## src/rtl/bus_xfr_tx.sv

```systemverilog
// ---------------------------------------------------------------------------
// bus_xfr_tx
//
// Transmit end of the bus transfer path. Accepts a burst of words from an
// upstream valid/ready source and turns each accepted word into a registered
// write strobe plus write data for the transfer buffer. Buffer occupancy is
// tracked here from the reader's pop notifications, so a write is never
// issued into a full buffer.
//
// Optional feature macro: XFR_CHKSUM_EN
//   When defined, the burst payload is summed modulo 2^DATA_W and one extra
//   write carrying that sum follows the last payload word.
//
// Ports:
//   clk        rising-edge clock
//   reset      synchronous, active-high reset
//   start      burst start pulse, only looked at while idle
//   len        burst length in words, sampled with start
//   busy       high while a burst is in progress
//   done       one-cycle pulse with the final write of a burst
//   src_valid  upstream word valid
//   src_data   upstream word
//   src_ready  combinational ready back to the source
//   wr         registered buffer write strobe
//   wdata      registered buffer write data (holds when wr=0)
//   rd_done    reader popped one word this cycle
//   occupancy  words written and not yet popped
//   full       occupancy has reached MAX_BUFF_SIZE
//   rd_err     sticky: a pop was reported while the buffer was empty
// ---------------------------------------------------------------------------
module bus_xfr_tx #(
  parameter  int DATA_W        = 32,
  parameter  int MAX_BUFF_SIZE = 1024,
  parameter  int LEN_W         = 16,
  localparam int CNT_W         = $clog2(MAX_BUFF_SIZE + 1)
) (
  input  logic              clk,
  input  logic              reset,
  input  logic              start,
  input  logic [LEN_W-1:0]  len,
  output logic              busy,
  output logic              done,
  input  logic              src_valid,
  input  logic [DATA_W-1:0] src_data,
  output logic              src_ready,
  output logic              wr,
  output logic [DATA_W-1:0] wdata,
  input  logic              rd_done,
  output logic [CNT_W-1:0]  occupancy,
  output logic              full,
  output logic              rd_err
);

  localparam logic [1:0] IDLE = 2'd0;
  localparam logic [1:0] SEND = 2'd1;
`ifdef XFR_CHKSUM_EN
  localparam logic [1:0] CHK  = 2'd2;
`endif

  localparam logic [CNT_W-1:0] MAX_OCC = CNT_W'(MAX_BUFF_SIZE);
  localparam logic [LEN_W-1:0] LEN_ONE = LEN_W'(1);

  logic [1:0]        state_q, state_d;
  logic [LEN_W-1:0]  remaining_q, remaining_d;
  logic [CNT_W-1:0]  occ_q, occ_d;
  logic              full_q, full_d;
  logic              rderr_q, rderr_d;
  logic              wr_q, wr_d;
  logic [DATA_W-1:0] wdata_q, wdata_d;
  logic              busy_q, busy_d;
  logic              done_q, done_d;

  logic has_room;
  logic hs;
  logic push;
  logic pop;

  // Room is judged on the counter, which already includes the word that is
  // in the output register, so ready never over-commits the buffer.
  assign has_room  = (occ_q < MAX_OCC);
  assign src_ready = (state_q == SEND) && has_room;
  assign hs        = src_valid && src_ready;
  assign pop       = rd_done && (occ_q != '0);

`ifdef XFR_CHKSUM_EN
  logic [DATA_W-1:0] sum_q, sum_d;
  logic              chk_issue;

  assign chk_issue = (state_q == CHK) && has_room;
  assign push      = hs || chk_issue;
`else
  assign push      = hs;
`endif

  // Burst sequencing: latch the length, count handshakes down, and decide
  // where the final word (or the checksum word) ends the burst.
  always_comb begin
    state_d     = state_q;
    remaining_d = remaining_q;
    wdata_d     = wdata_q;
    done_d      = 1'b0;
`ifdef XFR_CHKSUM_EN
    sum_d       = sum_q;
`endif
    case (state_q)
      IDLE: begin
        if (start) begin
          if (len == '0) begin
            done_d = 1'b1;
          end else begin
            state_d     = SEND;
            remaining_d = len;
`ifdef XFR_CHKSUM_EN
            sum_d       = '0;
`endif
          end
        end
      end
      SEND: begin
        if (hs) begin
          remaining_d = remaining_q - LEN_ONE;
          wdata_d     = src_data;
`ifdef XFR_CHKSUM_EN
          sum_d       = sum_q + src_data;
          if (remaining_q == LEN_ONE) begin
            state_d = CHK;
          end
`else
          if (remaining_q == LEN_ONE) begin
            state_d = IDLE;
            done_d  = 1'b1;
          end
`endif
        end
      end
`ifdef XFR_CHKSUM_EN
      CHK: begin
        if (chk_issue) begin
          wdata_d = sum_q;
          done_d  = 1'b1;
          state_d = IDLE;
        end
      end
`endif
      default: state_d = IDLE;
    endcase
  end

  // Occupancy bookkeeping: a push and a pop in the same cycle cancel, and a
  // pop reported against an empty buffer is dropped but remembered.
  always_comb begin
    wr_d    = push;
    busy_d  = (state_d != IDLE);
    occ_d   = occ_q + {{(CNT_W-1){1'b0}}, push} - {{(CNT_W-1){1'b0}}, pop};
    full_d  = (occ_d == MAX_OCC);
    rderr_d = rderr_q || (rd_done && (occ_q == '0));
  end

  // All state registers; reset abandons any burst without a done pulse.
  always_ff @(posedge clk) begin
    if (reset) begin
      state_q     <= IDLE;
      remaining_q <= '0;
      occ_q       <= '0;
      full_q      <= 1'b0;
      rderr_q     <= 1'b0;
      wr_q        <= 1'b0;
      wdata_q     <= '0;
      busy_q      <= 1'b0;
      done_q      <= 1'b0;
`ifdef XFR_CHKSUM_EN
      sum_q       <= '0;
`endif
    end else begin
      state_q     <= state_d;
      remaining_q <= remaining_d;
      occ_q       <= occ_d;
      full_q      <= full_d;
      rderr_q     <= rderr_d;
      wr_q        <= wr_d;
      wdata_q     <= wdata_d;
      busy_q      <= busy_d;
      done_q      <= done_d;
`ifdef XFR_CHKSUM_EN
      sum_q       <= sum_d;
`endif
    end
  end

  assign busy      = busy_q;
  assign done      = done_q;
  assign wr        = wr_q;
  assign wdata     = wdata_q;
  assign occupancy = occ_q;
  assign full      = full_q;
  assign rd_err    = rderr_q;

endmodule
```

## config.mk

```make
export PLATFORM = sky130hd
export DESIGN_NAME = bus_xfr_tx
export DESIGN_NICKNAME = d
export VERILOG_FILES = /design/src/rtl/bus_xfr_tx.sv
export SDC_FILE = /design/constraint.sdc
export NUM_CORES = 1
export LEC_CHECK = 0
export ABC_AREA = 1
export ABC_CLOCK_PERIOD_IN_PS = 3550
export BUFFER_PORTS_ARGS = -buffer_cell sky130_fd_sc_hd__buf_2
export CORE_MARGIN = 8
export CORE_UTILIZATION = 30
export CTS_CLUSTER_SIZE = 40
export DETAILED_ROUTE_END_ITERATION = 7
export GPL_ROUTABILITY_DRIVEN = 0
export SYNTH_ARGS = -nofsm -noshare
export SYNTH_HDL_FRONTEND = slang
export SYNTH_SLANG_ARGS = --single-unit
```

## constraint.sdc

```tcl
create_clock -name clk -period 3.55 [get_ports clk]
set_clock_uncertainty 0.2 [all_clocks]
set_input_delay 0.5325 -clock clk [delete_from_list [all_inputs] [get_ports clk]]
set_output_delay 0.5325 -clock clk [all_outputs]
set_load 0.01 [all_outputs]
```

==> results of run 1 <==
[layer usage]
layer	global-route usage (%)	vias up	part of all wire [%]
met1	15.65	1640	46
met5	0	-	0
li1	-	1852	-
met2	21.66	87	47
met4	4.181	0	0.57
met3	4.213	6	5.9
[through the flow]
stage                     cell area [um^2]  setup WS, ns  util [%]  total power [W]  cells
after floorplan                       3518        0.7823         -         0.001738    520
after global placement                4139        0.6307     36.25         0.002036    750
after detailed placement              4139        0.5468     36.25         0.002052    750
after CTS                             4429        0.5047     38.79         0.002932    765
after global routing                  4429        0.1479     38.79         0.003166    765
final                                 4429        0.4892     38.79         0.002910    765
[critical path: stages, from the launching register on]
cell	delay, ns
dfxtp_1	0.32
inv_1	0.08
ha_1	0.15
nand2_1	0.06
nor4_1	0.32
nor2_1	0.10
ha_1	0.28
inv_1	0.04
ha_1	0.21
fa_1	0.42
nor2_1	0.17
nor2_1	0.07
nor2_1	0.10
nand3_1	0.08
nor2_1	0.09
nand2_1	0.06
nor2_1	0.09
nand3_1	0.07
nor2_1	0.09
[cells in the final DEF (no fill, tap or decap)]
master     Yosys  layout
a21boi_0       2       2
a21oi_1       21      21
a21oi_2        6       6
a22oi_1        1       1
a31oi_1        1       1
buf_2          6     101
buf_4          2       3
clkbuf_16      0       9
clkbuf_8       0       4
clkinv_1       2       2
clkinv_2       0       2
conb_1         1       1
dfxtp_1       66      66
fa_1           1       1
ha_1          17      17
inv_1         51      51
inv_2          3       3
nand2_1       91      91
nand2_2        5       5
nand2_4        1       1
nand3_1       33      33
nand3b_1       2       2
nand4_1        4       4
nor2_1       118     118
nor2_2         9       9
nor2_4         3       3
nor3_1         3       3
nor3_2         1       1
nor3b_2        1       1
nor4_1         2       2
o211ai_1       2       2
o21ai_0       47      47
o21ai_1        5       5
o21bai_1       2       2
or2_0          1       1
xor2_1         1       1
[kinds of logic (layout without fill, tap and decap cells)]
group	after synthesis	in the layout
other	1	1
DFF	66	66
buffers and inverters	73	175
and+or+nand+nor	274	274
xor gates and xnor gates	1	1
adders and majority gates	18	18
AOI/OAI and AO/OA	87	87
[worst max-delay path by stage]
stage	slack, ns	depth (start not counted)	end	startpoint
after CTS	0.50	18	full	occupancy[5]
after global routing	0.15	18	full	occupancy[5]
after floorplan	0.78	19	full	occupancy[4]
after global placement	0.63	18	full	occupancy[5]
final	0.49	18	full	occupancy[5]
after detailed placement	0.55	18	full	occupancy[4]
[registers in the layout, indices dropped and copies added, names as in the netlist]
register,flops
state_q,2
occupancy,11
busy,1
wr,1
done,1
rd_err,1
wdata,32
full,1
remaining_q,16
[cell type report]
class	instances	share of cell area (%)
clock inverters	2	0.2260
clock buffers	13	6.328
multi-input cells	381	42.91
repair buffers	104	11.92
well taps	143	4.040
flip-flops and latches	66	29.83
inverters	56	4.746
[power by group through the flow]
stage | Combinational [W] | Sequential [W] | Clock, W
2_1_floorplan | 0.000828 | 0.000910 | 0
3_3_place_gp | 0.00115 | 0.000885 | 0
3_5_place_dp | 0.00116 | 0.000892 | 0
4_1_cts | 0.00117 | 0.000876 | 0.000888
5_1_grt | 0.00136 | 0.000886 | 0.000917
6_report | 0.00118 | 0.000876 | 0.000857
==> results by group, run 1 <==
Outcome
  • Status: completed

Min path
  • Hold Path Sink: wdata[8]
  • Hold path depth: 3
  • Hold Path Origin: src_data[8]
  • Hold Crit Class: primary input to flop

Power
  • Psw: 0.001131 W
  • Leakage Power: 2.154 nW
  • Clk pwr share: 29.5%
  • Power per cell area: 656.9 nW/um^2
  • VDD IR max: 0.0004607 V
  • Switch share: 38.88%
  • Comb pwr share: 40.4%
  • Sequential power share: 30.1%
  • Cell internal pwr: 0.001778 W

Drt
  • Pre-antenna DRT Iters: 4
  • Via density: 4.686
  • Routed via count: 3585
  • Drt initial violations: 242
  • DRT antenna net count: 0
  • Residual DRC: 0
  • Drt wl/cell: 13.40 um
  • Post-Route WL: 10250 um

Yosys
  • Mux share of post-synthesis cell area: 0%
  • Synth area leader: dfxtp_1
  • Post-synthesis cell type count: 35
  • Synth Cell Area: 3518 um^2
  • Ys flop type: dfxtp_1
  • Largest family of logic cells by synthesized area: simple AND/OR/NAND/NOR gates
  • Xor-xnor portion of the synthesized cell area: 0.2489%
  • Most common cell in the synthesized netlist: nor2_1
  • Post-synthesis compound-gate area fraction: 13.55%
  • Average cell area after synthesis: 6.766 um^2
  • Post-synthesis sequential area ratio: 37.55%
  • Simple-Gate Fraction of Synth Area: 33.50%
  • Post-synth ARST share: 0%
  • Syn_nets: 591
  • Adder-cell share of the synthesized area: 6.615%
  • Mapped Cells: 520
  • Synth Register Bits: 66
  • Synth warn: 0
  • Share of the synthesized area in the top cell type: 37.55%
  • Commonest cells in the netlist: 118 x nor2_1, 91 x nand2_1, 66 x dfxtp_1
  • Ranking of synthesized cells by area: dfxtp_1 38%, nor2_1 13%, nand2_1 9.7%
  • EDFF count, synth: 0

STA
  • Final period util: 86.22%
  • Endpoints failing hold: 0
  • Worst-margin pin slew: 1.058 ns
  • Worst hold margin: 0.2557 ns
  • Rel. slew slack: 29.37%
  • Minimum clock period: 3.061 ns
  • Slew Limit Fails: 0
  • Setup_tns: 0 ns
  • Fmax: 326.7 MHz
  • Final setup vio count: 0
  • RSZ-0062 raised after global routing: false

Floorplanning
  • Num rows: 39
  • Die area: 15450 um^2
  • Die H: 124.3 um
  • IO Pins: 102
  • Core area: 11420 um^2
  • Die W: 124.3 um
  • Initial Util: 30.81%

Cells and area
  • Net count reported at finish: 689
  • Area Overhead vs Synth: 25.89%
  • Share of cells above drive strength 1: 23.79%
  • Sequential Area: 1321 um^2
  • Multi-input logic area: 1901 um^2
  • Fill cells: 1232
  • Ant diodes: 0

Clock network
  • TritonCTS clock tree: done
  • Clk pin slew, worst setup/hold paths: 0.06 ns
  • Post-CTS resize count: 0
  • Setup Buffers After CTS: 0
  • H-tree depth: 3
  • Num CTS Buffers: 9
  • CTS Buffer Depth: 2
  • Clock insertion delay at the later pin of the skew report: 0.33 ns
  • CTS root buf: clkbuf_16
  • CTS Hold Bufs: 0
  • Clock sink total: 66

Global route
  • Number of global-route vias before repair: 3585
  • Largest net degree at the start of global routing: 40
  • Initial antenna violation count: 0
  • First-pass GRT wire length: 17020 um
  • Gr ovfl total: 0
  • All-layer global routing usage: 13.08%

Job
  • Max_cap viols: 0

Placed design
  • Hpwl dp: 7734 um
  • I/O Buffers: 101

Critical path
  • Reg2reg end: full
  • Worst EP arrival: 3.13 ns
  • Worst path required time: 3.62 ns
  • Flop-to-flop setup slack: 0.49 ns
  • Reg2reg path depth: 18
  • WS Path Type: flop to flop
  • Startpoint class of the critical path: flop
  • Critical path fanouts, max: 3
  • Worst reg2reg path startpoint: occupancy[5]
  • CP endpoint kind: flop
Power figures use the tool's default switching activity.
==> run 2, diff against run 1 <==
--- a/config.mk
+++ b/config.mk
@@ -6,13 +6,14 @@
 export NUM_CORES = 1
 export LEC_CHECK = 0
 export ABC_AREA = 1
-export ABC_CLOCK_PERIOD_IN_PS = 3550
+export ABC_CLOCK_PERIOD_IN_PS = 2600
 export BUFFER_PORTS_ARGS = -buffer_cell sky130_fd_sc_hd__buf_2
 export CORE_MARGIN = 8
 export CORE_UTILIZATION = 30
 export CTS_CLUSTER_SIZE = 40
 export DETAILED_ROUTE_END_ITERATION = 7
 export GPL_ROUTABILITY_DRIVEN = 0
+export HOLD_SLACK_MARGIN = 0.15
 export SYNTH_ARGS = -nofsm -noshare
 export SYNTH_HDL_FRONTEND = slang
 export SYNTH_SLANG_ARGS = --single-unit
==> constraint.sdc (replaced) <==
create_clock -name clk -period 2.6 [get_ports clk]
set_clock_uncertainty 0.2 [all_clocks]
set_input_delay 0.39 -clock clk [delete_from_list [all_inputs] [get_ports clk]]
set_output_delay 0.39 -clock clk [all_outputs]
set_load 0.01 [all_outputs]
==> run 2 against run 1 <==
  * The run now ends with setup timing left
  * Hold slack got worse by 0.057 ns
  * Via count increased by 9.0%
  * Largest power group unchanged
  * Core utilization increased by 7.6 points
  * Highest routed layer unchanged
  * Cell count increased by 9.7%
  * Fmax increased by 6.8%
  * Register-to-register slack got worse by 0.76 ns
  * First-iteration DRC count decreased by 20%
  * Critical path type unchanged
==> results by group, run 2 (same netlist as run 1, synthesis figures left out) <==
Outcome
  • Status: complete, but fails checks (was completed)
  • Violated checks: setup timing

Critical path
  • Worst path required time: 2.67 ns (was 3.62 ns)
  • WS Path Type: flop to flop (unchanged)
  • Worst EP arrival: 2.93 ns (was 3.13 ns)
  • Flop-to-flop setup slack: -0.27 ns (was 0.49 ns)
  • CP endpoint kind: flop (unchanged)
  • CP cell instances: inv_2 > ha_4 > nand3_4 > nor4_4 > nor2_1 > ha_1 > inv_2 > ha_4 > fa_2 > nand2_2 > nand2_2 > nand3_2 > nand3_1 > nand2_2 > nand2_1 > nor2_1 > nand3_1 > nor2_1 (was inv_1 > ha_1 > nand2_1 > nor4_1 > nor2_1 > ha_1 > inv_1 > ha_1 > fa_1 > nor2_1 > nor2_1 > nor2_1 > nand3_1 > nor2_1 > nand2_1 > nor2_1 > nand3_1 > nor2_1)
  • Startpoint class of the critical path: flop (unchanged)
  • Reg2reg path depth: 18 (unchanged)
  • Slowest cell on the critical path: fa_2 (was fa_1)
  • Critical path fanouts, max: 3 (unchanged)
  • Delay of the slowest critical-path stage: 0.39 ns (was 0.42 ns)

Clock network
  • Num CTS Buffers: 9 (unchanged)
  • Clk pin slew, worst setup/hold paths: 0.06 ns (about the same)
  • CTS root buf: clkbuf_16 (unchanged)
  • Clock sink total: 66 (unchanged)
  • TritonCTS clock tree: done (unchanged)
  • H-tree depth: 3 (unchanged)
  • Clock insertion delay at the later pin of the skew report: 0.33 ns (about the same)
  • CTS Buffer Depth: 2 (unchanged)

STA
  • Minimum clock period: 2.867 ns (was 3.061 ns)
  • Worst-margin pin slew: 0.5017 ns (was 1.058 ns)
  • Rel. slew slack: 66.34% (was 29.37%)
  • Final period util: 110.3% (was 86.22%)
  • Endpoints failing hold: 0 (unchanged)
  • RSZ-0062 raised after global routing: true (was false)
  • Setup_tns: -0.7861 ns (was 0 ns)
  • Fmax: 348.8 MHz (was 326.7 MHz)
  • Slew Limit Fails: 0 (unchanged)
  • Final setup vio count: 6 (was 0)
  • Final Worst Setup Slack: -0.2669 ns (was 0.4892 ns)

Placed design
  • Post-DP Area: 4370 um^2 (was 4139 um^2)
  • Pre-CTS setup slack: -0.2929 ns (was 0.5468 ns)
  • I/O Buffers: 101 (unchanged)
  • Hpwl dp: 7808 um (was 7734 um)

Min path
  • Hold path depth: 3 (unchanged)
  • Hold Crit Class: primary input to flop (unchanged)

Floorplanning
  • Die area: 15450 um^2 (unchanged)
  • Die W: 124.3 um (unchanged)
  • Core area: 11420 um^2 (unchanged)
  • Num rows: 39 (unchanged)
  • IO Pins: 102 (unchanged)
  • Initial Util: 30.81% (unchanged)
  • Die H: 124.3 um (unchanged)

Drt
  • Residual DRC: 0 (unchanged)
  • Drt wl/cell: 13.30 um (was 13.40 um)
  • Drt initial violations: 193 (was 242)
  • Pre-antenna DRT Iters: 4 (unchanged)
  • Via density: 4.659 (was 4.686)
  • Routed via count: 3909 (was 3585)
  • DRT antenna net count: 0 (unchanged)
  • Post-Route WL: 11160 um (was 10250 um)

Power
  • Comb pwr share: 48.5% (was 40.4%)
  • Sequential power share: 24.0% (was 30.1%)
  • VDD IR max: 0.0005873 V (was 0.0004607 V)
  • Clk pwr share: 27.6% (was 29.5%)
  • Psw: 0.001849 W (was 0.001131 W)
  • Pwr Total: 0.005004 W (was 0.002910 W)
  • Power per cell area: 943.6 nW/um^2 (was 656.9 nW/um^2)
  • Switch share: 36.95% (was 38.88%)
  • Leakage Power: 2.514 nW (was 2.154 nW)
  • Cell internal pwr: 0.003155 W (was 0.001778 W)

Cells and area
  • Largest register FFs: 32 (unchanged)
  • Area Overhead vs Synth: 50.71% (was 25.89%)
  • Share of cells above drive strength 1: 33.91% (was 23.79%)
  • Ant diodes: 0 (unchanged)
  • Commonest non-fill, non-tap cell in the layout: nor2_1 (unchanged)
  • Net count reported at finish: 762 (was 689)
  • Final instance area: 5303 um^2 (was 4429 um^2)
  • Commonest cells after routing, fill and taps aside: 114 x nor2_1, 101 x buf_2, 76 x nand2_1 (was 118 x nor2_1, 101 x buf_2, 91 x nand2_1)

Global route
  • Gr ovfl total: 0 (unchanged)
  • Number of global-route vias before repair: 3849 (was 3585)
  • First-pass GRT wire length: 18370 um (was 17020 um)
  • Largest net degree at the start of global routing: 36 (was 40)
  • Initial antenna violation count: 0 (unchanged)
  • All-layer global routing usage: 14.14% (was 13.08%)

Job
  • Max_cap viols: 0 (unchanged)
[run 2: power by group through the flow]
stage | Clock, W | Combinational [W] | Sequential (W)
3_5_place_dp | 0 | 0.00186 | 0.00121
6_report | 0.00138 | 0.00242 | 0.00120
4_1_cts | 0.00141 | 0.00216 | 0.00120
5_1_grt | 0.00145 | 0.00271 | 0.00121
3_3_place_gp | 0 | 0.00184 | 0.00120
2_1_floorplan | 0 | 0.00115 | 0.00126
[run 2: path summary, 6_finish.rpt]
check | from | endpoint
max | occupancy[7] | full
min | len[3] | remaining_q[3]
max reg2reg | occupancy[7] | full
min reg2reg | rd_err | rd_err
[run 2: final cells by class]
class / instances / area (um^2)
fillers: 1150 / 6116
multi-input cells: 381 / 2066
flip-flops and latches: 66 / 1331
repair buffers: 177 / 1181
clock buffers: 11 / 232.7
inverters: 56 / 210.2
well taps: 143 / 178.9
clock inverters: 5 / 102.6
[run 2: what timing repair did]
| item | 4_1_cts | 5_1_grt |
|---|---|---|
| resized for setup | 24 | 21 |
| hold buffers | 33 | 0 |
| buffers inserted | 8 | 5 |
| pin swaps | 18 | 20 |
| endpoints found under the hold margin | 33 | 0 |
| endpoints found under the setup margin | 4 | 7 |
[run 2: per-layer routing]
layer	share of wire, %	vias to the layer above	routed length, um	global-route usage [%]
met1	42	1777	4657	15.26
met5	0	-	0	0
met2	51	108	5690	25.47
met4	2.5	0	278	5.741
li1	-	2001	-	-
met3	4.8	23	535	3.830
[run 2: through the flow]
step	util, %	std cells	hold WS (ns)
2_1_floorplan	-	520	0.2550
4_1_cts	45.45	834	0.1938
3_5_place_dp	38.28	777	0.2567
6_report	46.44	839	0.1992
5_1_grt	46.44	839	0.2083
3_3_place_gp	38.28	777	0.2409
[run 2: worst max-delay path: cells and delay by family (launching register included)]
| kind | cells | cell delay, ns |
|---|---|---|
| AND/OR/NAND/NOR | 12 | 1.17 |
| adder cells (fa/ha/maj) | 4 | 0.99 |
| flip-flops | 1 | 0.32 |
| buffers and inverters | 2 | 0.12 |
==> run 3, diff against run 2 <==
--- a/config.mk
+++ b/config.mk
@@ -9,7 +9,7 @@
 export ABC_CLOCK_PERIOD_IN_PS = 2600
 export BUFFER_PORTS_ARGS = -buffer_cell sky130_fd_sc_hd__buf_2
 export CORE_MARGIN = 8
-export CORE_UTILIZATION = 30
+export CORE_UTILIZATION = 35
 export CTS_CLUSTER_SIZE = 40
 export DETAILED_ROUTE_END_ITERATION = 7
 export GPL_ROUTABILITY_DRIVEN = 0
==> run 3 against run 2 <==
  * The run still ends with setup timing left
  * Core utilization rose by 6.3 points
  * Largest cell class unchanged
  * Highest routed layer unchanged
  * Cell count fell by 1.1%
  * Fmax barely moved
  * Die area fell by 13%
  * Sequential share of layout area rose by 0.72 points
  * Hold slack got worse by 0.016 ns
  * Sequential power barely moved
  * Combinational power barely moved
==> results by group, run 3 (same netlist as run 1, synthesis figures left out) <==
Power
  • Switch share: 39.77% (was 36.95%)
  • VDD IR max: 0.0004603 V (was 0.0005873 V)
  • Comb pwr share: 52.6% (was 48.5%)
  • Psw: 0.001811 W (was 0.001849 W)
  • Leakage Power: 2.455 nW (was 2.514 nW)
  • Cell internal pwr: 0.002742 W (was 0.003155 W)
  • Sequential power share: 26.3% (was 24.0%)
  • Power per cell area: 883.3 nW/um^2 (was 943.6 nW/um^2)
  • Clk pwr share: 21.1% (was 27.6%)

Drt
  • Residual DRC: 0 (unchanged)
  • Drt wl/cell: 13.06 um (was 13.30 um)
  • Pre-antenna DRT Iters: 4 (unchanged)
  • DRT antenna net count: 0 (unchanged)
  • Post-Route WL: 10840 um (was 11160 um)
  • Via density: 4.682 (was 4.659)
  • Drt initial violations: 251 (was 193)
  • Routed via count: 3886 (was 3909)

Critical path
  • CP cell instances: inv_2 > ha_4 > nand3_4 > nor4_4 > nor2_1 > ha_1 > inv_2 > ha_4 > fa_2 > nand2_2 > nand2_2 > nand3_2 > nand3_1 > nand2_1 > nand2_1 > nor2_1 > nand3_1 > nor2_1 (was inv_2 > ha_4 > nand3_4 > nor4_4 > nor2_1 > ha_1 > inv_2 > ha_4 > fa_2 > nand2_2 > nand2_2 > nand3_2 > nand3_1 > nand2_2 > nand2_1 > nor2_1 > nand3_1 > nor2_1)
  • Worst path required time: 2.68 ns (was 2.67 ns)
  • Critical path fanouts, max: 3 (unchanged)
  • Flop-to-flop setup slack: -0.27 ns (about the same)
  • Delay of the slowest critical-path stage: 0.40 ns (was 0.39 ns)
  • Startpoint class of the critical path: flop (unchanged)
  • CP endpoint kind: flop (unchanged)
  • Slowest cell on the critical path: fa_2 (unchanged)
  • Most used cell, CP: nor2_1
  • Worst EP arrival: 2.95 ns (was 2.93 ns)
  • Reg2reg end: full (unchanged)
  • Reg2reg path depth: 18 (unchanged)
  • WS Path Type: flop to flop (unchanged)
  • Worst reg2reg path startpoint: occupancy[7] (unchanged)

Clock network
  • CTS Buffer Depth: 2 (unchanged)
  • TritonCTS clock tree: done (unchanged)
  • Clock insertion delay at the later pin of the skew report: 0.34 ns (was 0.33 ns)
  • CTS root buf: clkbuf_8 (was clkbuf_16)
  • Clock sink total: 66 (unchanged)
  • Num CTS Buffers: 9 (unchanged)
  • Clk pin slew, worst setup/hold paths: 0.08 ns (was 0.06 ns)
  • H-tree depth: 3 (unchanged)

STA
  • Setup_tns: -0.7312 ns (was -0.7861 ns)
  • Worst hold margin: 0.1829 ns (was 0.1992 ns)
  • Minimum clock period: 2.868 ns (was 2.867 ns)
  • Final period util: 110.3% (about the same)
  • Endpoints failing hold: 0 (unchanged)
  • Final setup vio count: 4 (was 6)
  • Slew Limit Fails: 0 (unchanged)
  • Fmax: 348.7 MHz (was 348.8 MHz)
  • Final Worst Setup Slack: -0.2678 ns (was -0.2669 ns)
  • RSZ-0062 raised after global routing: true (unchanged)

Global route
  • Initial antenna violation count: 0 (unchanged)
  • Met3 global-route usage: 5.326% (was 3.830%)
  • Met1 usage: 18.28% (was 15.26%)
  • First-pass GRT wire length: 17890 um (was 18370 um)
  • Layer with the highest usage: met2 (unchanged)
  • Largest net degree at the start of global routing: 36 (unchanged)
  • Gr ovfl total: 0 (unchanged)
  • Global routing usage on met2: 28.54% (was 25.47%)
  • Number of global-route vias before repair: 3913 (was 3849)
  • All-layer global routing usage: 16.41% (was 14.14%)

Outcome
  • Status: complete, but fails checks (unchanged)
  • Violated checks: setup timing (unchanged)

Cells and area
  • Area Overhead vs Synth: 46.51% (was 50.71%)
  • Net count reported at finish: 761 (was 762)
  • Fill cells: 950 (was 1150)
  • Commonest non-fill, non-tap cell in the layout: nor2_1 (unchanged)
  • Commonest cells after routing, fill and taps aside: 117 x nor2_1, 101 x buf_2, 82 x nand2_1 (was 114 x nor2_1, 101 x buf_2, 76 x nand2_1)
  • Largest register FFs: 32 (unchanged)
  • Final instance area: 5155 um^2 (was 5303 um^2)
  • Share of cells above drive strength 1: 33.24% (was 33.91%)

Placed design
  • Hpwl dp: 7729 um (was 7808 um)
  • Post-DP Area: 4380 um^2 (was 4370 um^2)
  • Pre-CTS setup slack: -0.2411 ns (was -0.2929 ns)
  • I/O Buffers: 101 (unchanged)

Floorplanning
  • Die area: 13520 um^2 (was 15450 um^2)
  • Die H: 116.3 um (was 124.3 um)
  • Core area: 9774 um^2 (was 11420 um^2)
  • Die W: 116.3 um (was 124.3 um)
  • Initial Util: 36.00% (was 30.81%)
  • IO Pins: 102 (unchanged)
  • Num rows: 36 (was 39)

Job
  • Max_cap viols: 0 (unchanged)

Min path
  • Hold Path Origin: start (was len[3])
  • Hold path depth: 3 (unchanged)
  • Hold Crit Class: primary input to flop (unchanged)
  • Hold Path Sink: busy (was remaining_q[3])
## run 3: cell count changes in the layout (fill, tap and decap cells not counted), sizes merged
| cell | previous run | this run |
|---|---|---|
| diode | 0 | 2 |
| clkinv | 3 | 4 |
| bufinv | 3 | 2 |
| inv | 54 | 55 |
| buf | 144 | 143 |
| clkbuf | 11 | 10 |
## run 3: through the flow
stage / utilization, % / power, W / std cells
after CTS: 51.92 / 0.004379 / 828
after global placement: 44.82 / 0.003111 / 770
after detailed placement: 44.82 / 0.003136 / 770
final: 52.74 / 0.004553 / 830
after floorplan: - / 0.002410 / 520
after global routing: 52.69 / 0.004881 / 828
## run 3: layout make-up
cell class / instances / area (um^2) / area share [%]
multi-input cells: 381 / 2058 / 39.93
flip-flops and latches: 66 / 1331 / 25.83
repair buffers: 176 / 1166 / 22.62
inverters: 56 / 210.2 / 4.078
well taps: 133 / 166.4 / 3.228
clock buffers: 10 / 127.6 / 2.476
clock inverters: 6 / 90.09 / 1.748
diodes: 2 / 5.005 / 0.09709
## run 3: repair_timing
action                                  CTS  global route
endpoints found under the hold margin    33             0
hold buffers                             33             0
endpoints found under the setup margin    3             8
pin swaps                                18            20
buffers inserted                          9             5
resized for setup                        22            20
## run 3: critical path: cells and delay by family, from the launching register on
| family | cells | cell delay, ns |
|---|---|---|
| buffers and inverters | 2 | 0.11 |
| DFF | 1 | 0.33 |
| and+or+nand+nor | 12 | 1.16 |
| adders and majority gates | 4 | 0.98 |
## run 3: power by group through the flow
| stage | sequential, W | combinational (W) | clock [W] |
|---|---|---|---|
| after floorplan | 0.00126 | 0.00115 | 0 |
| after detailed placement | 0.00121 | 0.00193 | 0 |
| after global placement | 0.00120 | 0.00191 | 0 |
| final | 0.00120 | 0.00240 | 0.000959 |
| after CTS | 0.00120 | 0.00220 | 0.000985 |
| after global routing | 0.00121 | 0.00263 | 0.00104 |
## run 3: worst max path at each step
stage                 startpoint   end  slack, ns  cells past startpoint
global route        occupancy[3]  full      -0.43                     18
finish              occupancy[7]  full      -0.27                     18
CTS                 occupancy[5]  full      -0.20                     18
global placement    occupancy[2]  full      -0.20                     18
detailed placement  occupancy[2]  full      -0.24                     18
floorplan           occupancy[2]  full      -0.06                     19
## run 3: metal layers
| metal | vias up | wire (um) | part of all wire (%) |
|---|---|---|---|
| met5 | - | 0 | 0 |
| met2 | 127 | 5319 | 49 |
| met3 | 16 | 772 | 7.1 |
| met4 | 0 | 223 | 2.1 |
| li1 | 2003 | - | - |
| met1 | 1740 | 4526 | 42 |
